$ cat config.mk
export PLATFORM = sky130hd
export DESIGN_NAME = pcm_sample_fifo_flat
export DESIGN_NICKNAME = d
export VERILOG_FILES = /design/src/rtl/pcm_sample_fifo_if.sv /design/src/rtl/pcm_sample_fifo.sv /design/src/flat_wrapper.sv
export SDC_FILE = /design/constraint.sdc
export NUM_CORES = 1
export LEC_CHECK = 0
export CAP_MARGIN = 20
export CORE_MARGIN = 1.5
export CORE_UTILIZATION = 40
export DETAILED_ROUTE_END_ITERATION = 6
export GPL_ROUTABILITY_DRIVEN = 0
export MAX_ROUTING_LAYER = met4
export PLACE_DENSITY = 0.59
export SLEW_MARGIN = 15
export SYNTH_ARGS = -nofsm -noshare
export SYNTH_HDL_FRONTEND = slang
export SYNTH_SLANG_ARGS = --single-unit
$ cat constraint.sdc
create_clock -name clk -period 8.4 [get_ports clk]
set_input_delay 1.68 -clock clk [delete_from_list [all_inputs] [get_ports clk]]
set_output_delay 1.68 -clock clk [all_outputs]
set_load 0.005 [all_outputs]
$ cat src/rtl/pcm_sample_fifo_if.sv
// Sample FIFO bus: write strobe/data, read request/data, and status/control.
interface pcm_sample_fifo_if #(
    parameter int unsigned DW = 16,
    parameter int unsigned AW = 4
);
    logic          en;
    logic          in_valid;
    logic [DW-1:0] in_data;
    logic          rd_en;
    logic [DW-1:0] rd_data;
    logic          rd_valid;
    logic          empty;
    logic          full;
    logic [AW:0]   level;
    logic [AW:0]   thresh;
    logic          irq;
    logic          ovf;
    logic          ovf_clr;

    // Producer/consumer side (FIR + reader)
    modport master (
        output en, in_valid, in_data, rd_en, thresh, ovf_clr,
        input  rd_data, rd_valid, empty, full, level, irq, ovf
    );

    // FIFO side
    modport slave (
        input  en, in_valid, in_data, rd_en, thresh, ovf_clr,
        output rd_data, rd_valid, empty, full, level, irq, ovf
    );
endinterface

$ cat src/rtl/pcm_sample_fifo.sv
// PCM sample FIFO: buffers decimated FIR output for a slower reader.
// Level-tracked occupancy, threshold interrupt and sticky overflow flag.
module pcm_sample_fifo #(
    parameter int unsigned DW = 16,
    parameter int unsigned AW = 4
) (
    input  logic               clk,
    input  logic               rst,
    pcm_sample_fifo_if.slave   bus
);
    localparam int unsigned DEPTH = 2 ** AW;
    localparam int unsigned LW    = AW + 1;
    localparam logic [LW-1:0] FULL_LVL = LW'(DEPTH);

    logic [DW-1:0] mem [DEPTH];
    logic [AW-1:0] wr_ptr;
    logic [AW-1:0] rd_ptr;
    logic [LW-1:0] level_q;
    logic [LW-1:0] level_nxt;
    logic [DW-1:0] rd_data_q;
    logic          rd_valid_q;
    logic          empty_q;
    logic          full_q;
    logic          irq_q;
    logic          ovf_q;

    logic          pop;
    logic          wr;
    logic          drop;

    // Handshake decode; full/empty come from the level register so there is no pointer ambiguity
    always_comb begin
        pop  = bus.rd_en && (level_q != '0);
        wr   = bus.in_valid && bus.en && ((level_q != FULL_LVL) || pop);
        drop = bus.in_valid && bus.en && (level_q == FULL_LVL) && !pop;
    end

    // Next occupancy
    always_comb begin
        level_nxt = level_q;
        if (wr && !pop) begin
            level_nxt = level_q + LW'(1);
        end else if (pop && !wr) begin
            level_nxt = level_q - LW'(1);
        end
    end

    // Sample storage; contents survive reset, only the pointers are cleared
    always_ff @(posedge clk) begin
        if (wr) begin
            mem[wr_ptr] <= bus.in_data;
        end
    end

    // Pointers, level, status flags and read port
    always_ff @(posedge clk) begin
        if (rst) begin
            wr_ptr     <= '0;
            rd_ptr     <= '0;
            level_q    <= '0;
            rd_data_q  <= '0;
            rd_valid_q <= 1'b0;
            empty_q    <= 1'b1;
            full_q     <= 1'b0;
            irq_q      <= 1'b0;
            ovf_q      <= 1'b0;
        end else begin
            if (wr) begin
                wr_ptr <= wr_ptr + AW'(1);
            end
            if (pop) begin
                rd_ptr    <= rd_ptr + AW'(1);
                rd_data_q <= mem[rd_ptr];
            end
            rd_valid_q <= pop;
            level_q    <= level_nxt;
            empty_q    <= (level_nxt == '0);
            full_q     <= (level_nxt == FULL_LVL);
            // Threshold compared against the upcoming level so irq tracks level on the same edge
            irq_q      <= (bus.thresh != '0) && (level_nxt >= bus.thresh);
            // Set wins over clear
            if (drop) begin
                ovf_q <= 1'b1;
            end else if (bus.ovf_clr) begin
                ovf_q <= 1'b0;
            end
        end
    end

    // Drive interface outputs from registers
    assign bus.rd_data  = rd_data_q;
    assign bus.rd_valid = rd_valid_q;
    assign bus.empty    = empty_q;
    assign bus.full     = full_q;
    assign bus.level    = level_q;
    assign bus.irq      = irq_q;
    assign bus.ovf      = ovf_q;

endmodule

$ cat src/flat_wrapper.sv
// flat-port wrapper written by rule: the top's interface ports become plain ports
module pcm_sample_fifo_flat 
#(
    parameter int unsigned DW = 16,
    parameter int unsigned AW = 4
)
  (clk, rst, bus_en, bus_in_valid, bus_in_data, bus_rd_en, bus_thresh, bus_ovf_clr, bus_rd_data, bus_rd_valid, bus_empty, bus_full, bus_level, bus_irq, bus_ovf);
  pcm_sample_fifo_if #(.DW(DW), .AW(AW)) bus_i ();
  input  logic clk;
  input  logic rst;
  input wire logic [$bits(bus_i.en)-1:0] bus_en;
  input wire logic [$bits(bus_i.in_valid)-1:0] bus_in_valid;
  input wire logic [$bits(bus_i.in_data)-1:0] bus_in_data;
  input wire logic [$bits(bus_i.rd_en)-1:0] bus_rd_en;
  input wire logic [$bits(bus_i.thresh)-1:0] bus_thresh;
  input wire logic [$bits(bus_i.ovf_clr)-1:0] bus_ovf_clr;
  output wire logic [$bits(bus_i.rd_data)-1:0] bus_rd_data;
  output wire logic [$bits(bus_i.rd_valid)-1:0] bus_rd_valid;
  output wire logic [$bits(bus_i.empty)-1:0] bus_empty;
  output wire logic [$bits(bus_i.full)-1:0] bus_full;
  output wire logic [$bits(bus_i.level)-1:0] bus_level;
  output wire logic [$bits(bus_i.irq)-1:0] bus_irq;
  output wire logic [$bits(bus_i.ovf)-1:0] bus_ovf;
  assign bus_i.en = bus_en;
  assign bus_i.in_valid = bus_in_valid;
  assign bus_i.in_data = bus_in_data;
  assign bus_i.rd_en = bus_rd_en;
  assign bus_i.thresh = bus_thresh;
  assign bus_i.ovf_clr = bus_ovf_clr;
  assign bus_rd_data = bus_i.rd_data;
  assign bus_rd_valid = bus_i.rd_valid;
  assign bus_empty = bus_i.empty;
  assign bus_full = bus_i.full;
  assign bus_level = bus_i.level;
  assign bus_irq = bus_i.irq;
  assign bus_ovf = bus_i.ovf;
  pcm_sample_fifo #(.DW(DW), .AW(AW)) u_core (.clk(clk), .rst(rst), .bus(bus_i));
endmodule
Word-level counts from Yosys, hierarchy flattened
Memories as Yosys holds them, arrays and structs flattened. A register that Yosys moved wholly into a read port is not among the register bits.
Index checks and enable logic that the tools add are counted.
{"block": "word_totals", "ram_bits": 256, "input_bits": 27, "memories": 1, "out_inout_bits": 26, "reg_bits": 18, "wordCells": 38}
{"memory": "u_core.mem", "depth": 16, "width": 16, "read_ports": 1, "rd_clocked_by_memory_dff": 1, "wr": 1, "line_no": "pcm_sample_fifo.sv:15", "rtl": "logic [DW-1:0] mem [DEPTH];"}
{"block": "classes", "magnitude_cmp": 1, "add_sub_neg": 4, "n_mux": 6, "reduce_logical": 15, "eq_ne": 3}
{"operator": "== test 5 bit, second input constant", "n": 2}
{"operator": "two-way mux 5 bit", "n": 2}
{"operator": "nonzero test 5 bit", "n": 2}
{"operator": "adder 4 x 1 -> 4 bit, second input constant", "n": 2}
{"operator": "logical AND 1 bit", "n": 8}
{"operator": "adder 5 x 1 -> 5 bit, second input constant", "n": 1}
{"operator": "greater-or-equal comparator 5 bit", "n": 1}
{"operator": "zero test 5 bit", "n": 1}
{"operator": "inequality test 5 bit, second input constant", "n": 1}
{"operator": "subtractor 5 x 1 -> 5 bit, second input constant", "n": 1}
{"operator": "two-way mux 1 bit", "n": 4}
{"operator": "zero test 1 bit", "n": 2}
{"operator": "nonzero test 2 bit", "n": 1}
{"operator": "logical OR 1 bit", "n": 1}

Longest topological paths before layout
{"block": "logic_depth", "depth_word": 10, "ltp_mapped": 14, "depth_no_buf": 14}

Worst setup path after synthesis
OpenSTA, ideal clock, no wires.
{"block": "synth_path", "path_kind": "input to register", "start": "input port bus_rd_en", "end": "memory u_core.mem[3][0], enable pin", "n_path_buf": 2, "required_time_ns": 7.991, "arrival_ns": 3.858, "setup_time_ns": 0.409, "stages": 6, "slack_ns": 4.133, "path_cell_list": "buf_2 -> clkbuf_1 -> nor2_1 -> nor2_1 -> nand2_1 -> nor3_1"}
{"block": "synth_between", "elab_chain_cells": 5}
{"item": "start, declared", "line_no": "flat_wrapper.sv:14", "rtl": "input wire logic [$bits(bus_i.rd_en)-1:0] bus_rd_en;"}
{"item": "logical AND 1 bit", "line_no": "pcm_sample_fifo.sv:33", "rtl": "pop = bus.rd_en && (level_q != '0);"}
{"item": "logical OR 1 bit", "line_no": "pcm_sample_fifo.sv:34", "rtl": "wr = bus.in_valid && bus.en && ((level_q != FULL_LVL) || pop);"}
{"item": "logical AND 1 bit", "line_no": "pcm_sample_fifo.sv:34"}
{"item": "two-way mux 1 bit", "line_no": "pcm_sample_fifo.sv:50", "rtl": "if (wr) begin"}
{"item": "two-way mux 1 bit (not written as such)", "line_no": "pcm_sample_fifo.sv:51", "rtl": "mem[wr_ptr] <= bus.in_data;"}
{"item": "end, declared", "line_no": "pcm_sample_fifo.sv:15"}
Every way passes these cells.

Final worst setup path
{"block": "layout_path", "start": "input port bus_rd_en", "end": "memory u_core.mem[13][14], enable pin"}
The elaborated chain is that of the path after synthesis.

==> results.sh <==
export IMPL_die_x_um=171
export IMPL_switching_share=0.250
export IMPL_power_switching_uw=898
export IMPL_numPortBuffers=52
export IMPL_crit_top_cell="nor2_1"
export IMPL_mostFrequentLayoutCells="edfxtp_1 (256), mux4_2 (74), clkdlybuf4s50_1 (52), dfxtp_1 (32), clkbuf_16 (29)"
export IMPL_cpMaxStageDelayCell="nor2_2"
export IMPL_min_period_ns=4.18
export IMPL_critPathArrivalTime_ns=4.36
export IMPL_clk_latency_ns=0.56
export IMPL_max_vdd_ir_drop_uv=158
export IMPL_synth_edf_count=256
export IMPL_path_cells="clkdlybuf4s50_1, nor2_1, nor2_1, nand2_1, nor2_2"
export IMPL_wl_mm=24.6
export IMPL_p_int_mw=2.69
export IMPL_synthFlopType="edfxtp_1"
export IMPL_setup_viol=0
export IMPL_critPathBufInv=1
export IMPL_diodes=0
export IMPL_finalWorstSetupSlack_ns=4.22
export IMPL_tightest_slew_ns=1.15
export IMPL_finalSetupTns_ns=0
export IMPL_ys_seq_area_frac=0.738
export IMPL_drtIter0Drc=513
export IMPL_path_delay_family="simple AND/OR/NAND/NOR gates"
export IMPL_synth_nets=593
export IMPL_core_area_um2=27900
export IMPL_antenna_found_initial=0
export IMPL_finalHoldViolCount=0
export IMPL_start_util=0.407
export IMPL_rows=61
export IMPL_grt_max_degree=67
export IMPL_power_density_nw_per_um2=271
export IMPL_power_frac_comb=0.186
export IMPL_place_worst_setup_slack_ns=3.57
export IMPL_synthCells=554
export IMPL_avgSynthCellArea_um2=20.5
export IMPL_num_vias=5559
export IMPL_die_y_um=171
export IMPL_power_frac_seq=0.463
export IMPL_drv_cap=0
export IMPL_clkTransAtPathRegs_ns=0.06
export IMPL_routedWlPerCell_um=24.1
export IMPL_cts_resized=0
export IMPL_crit_type="in -> reg"
export IMPL_clock_path_buffers=3
export IMPL_num_nets_final=659
export IMPL_fin_util=0.476
export IMPL_antenna_left=0
export IMPL_max_freq_ghz=0.239
export IMPL_drt_vias_per_instance=5.44
export IMPL_ioPinCount=53
export IMPL_h_tree_depth=1
export IMPL_slew_viol_final=0
export IMPL_post_cts_buffers=0
export IMPL_cts_tree="yes"
export IMPL_slowest_delay_ns=0.87
export IMPL_firstDrtPassIters=5
export IMPL_cp_max_fo=18
export IMPL_crit_required_ns=8.57
export IMPL_grt_pass1_vias=5718
export IMPL_p_leak_nw=4.15
export IMPL_root_buffer="clkbuf_16"
export IMPL_holdWs_ns=0.458
export IMPL_rsz0062_at_grt="no"
export IMPL_yosysUniqueCellTypes=46
export IMPL_clock_sinks=290
export IMPL_holdCritPathClass="reg -> reg"
export IMPL_area_growth_pct=17.1
export IMPL_die_area_um2=29400
export IMPL_numCtsBuffers=29
export IMPL_final_common_cell="edfxtp_1"
export IMPL_grt_first_pass_wirelength_mm=36.9
export IMPL_grt_total_usage=0.180
export IMPL_relSlewSlack=0.230
export IMPL_end_kind="register"
export IMPL_period_share=0.498
export IMPL_p_clk_frac=0.350
export IMPL_total_power_mw=3.59
export IMPL_grt_remaining_overflow=0
export IMPL_ys_seq_elements=290
export IMPL_netlist_area_um2=11300
export IMPL_holdBufCountCts=0
export IMPL_drc=0
export IMPL_status="complete, no violations"
export IMPL_critPathLaunchType="primary input"
export IMPL_hpwl_mm=15.0
export IMPL_ys_async_sr_fraction=0
export IMPL_yosys_warnings=0
export IMPL_drive_gt1_frac=0.229
export IMPL_skew_ns=0.00745
power by group through the flow:
stage | sequential [mW] | combinational (mW) | clock (mW)
6_report | 1.67 | 0.670 | 1.26
5_1_grt | 1.67 | 0.726 | 1.34
4_1_cts | 1.67 | 0.680 | 1.28
3_5_place_dp | 1.70 | 0.676 | 0
3_3_place_gp | 1.69 | 0.670 | 0
2_1_floorplan | 1.67 | 0.479 | 0
final cells by class:
class / count / area [µm²]
Timing Repair Buffer: 64 / 644
Clock buffer: 44 / 802
Fill cell: 2287 / 14600
Sequential cell: 290 / 8370
Tap cell: 378 / 473
Inverter: 13 / 48.8
Multi-Input combinational cell: 222 / 2810
Clock inverter: 10 / 118
metal layers:
| layer | up-vias | wire (µm) | global-route usage |
|---|---|---|---|
| li1 | 2410 | - | - |
| met1 | 2927 | 11400 | 0.267 |
| met2 | 196 | 11300 | 0.267 |
| met3 | 26 | 1550 | 0.0269 |
| met4 | 0 | 325 | 0.0355 |
| met5 | - | 0 | - |
state kept, by name, summed over array words and instances (netlist names):
name,count
u_core.bus.rd_data,16
u_core.rd_ptr,4
u_core.mem,256
u_core.bus.irq,1
u_core.bus.empty,1
u_core.bus.ovf,1
u_core.bus.full,1
u_core.bus.level,5
u_core.wr_ptr,4
u_core.bus.rd_valid,1
synth_stat cells (2+ instances only):
master / number / area [µm²]
a21oi_1: 10 / 50.1
inv_1: 12 / 45.0
clkbuf_1: 13 / 48.8
nor2_1: 29 / 109
o21ai_1: 2 / 10.0
dfxtp_1: 34 / 681
buf_6: 5 / 56.3
a211oi_1: 2 / 15.0
buf_1: 3 / 11.3
a22o_1: 16 / 140
o41ai_1: 2 / 17.5
nor2b_1: 4 / 25.0
xor2_1: 4 / 35.0
nand4_1: 3 / 18.8
edfxtp_1: 256 / 7690
nand3_1: 6 / 30.0
mux4_1: 6 / 158
a21o_1: 3 / 22.5
mux4_2: 74 / 1670
nor3_1: 4 / 20.0
nor3b_1: 2 / 15.0
o21ai_0: 4 / 20.0
ha_1: 12 / 150
nand2b_1: 5 / 31.3
buf_2: 6 / 30.0
nand2_1: 13 / 48.8
xnor2_1: 5 / 43.8
path summary, 6_finish.rpt:
kind,slack [ns],depth (start not counted),start,to
worst max-delay path,4.22,5,bus_rd_en,u_core.mem[13][14]
worst min-delay path,0.46,2,u_core.rd_ptr[1],u_core.rd_ptr[1]
worst max register to register,5.13,7,u_core.bus.level[0],u_core.mem[13][14]
worst min register to register,0.46,2,u_core.rd_ptr[1],u_core.rd_ptr[1]
stage by stage:
step | instance area, µm² | std cells
after floorplan | 11300 | 554
after global placement | 12300 | 963
after detailed placement | 12300 | 964
after CTS | 13200 | 1018
after global routing | 13300 | 1021
final | 13300 | 1021
cells by family (layout without fill, tap and decap cells):
logic type / Yosys count / count (layout) / synth area share
AOI/OAI and AO/OA: 46 / 46 / 0.0292
xor gates and xnor gates: 9 / 9 / 0.00695
adders and majority gates: 12 / 12 / 0.0132
buffers and inverters: 42 / 131 / 0.0183
DFF: 290 / 290 / 0.738
muxes: 81 / 81 / 0.162
and+or+nand+nor: 74 / 74 / 0.0323
worst register-to-register path, stage by stage (launching register included):
cell and delay (ns):
dfxtp_1 0.53, inv_1 0.08, ha_1 0.26, nand4bb_1 0.20, nor2_1 0.10, nor2_1 0.51
nand2_1 0.31, nor2_2 0.87
Note: power is estimated with default switching activity, not from simulation.
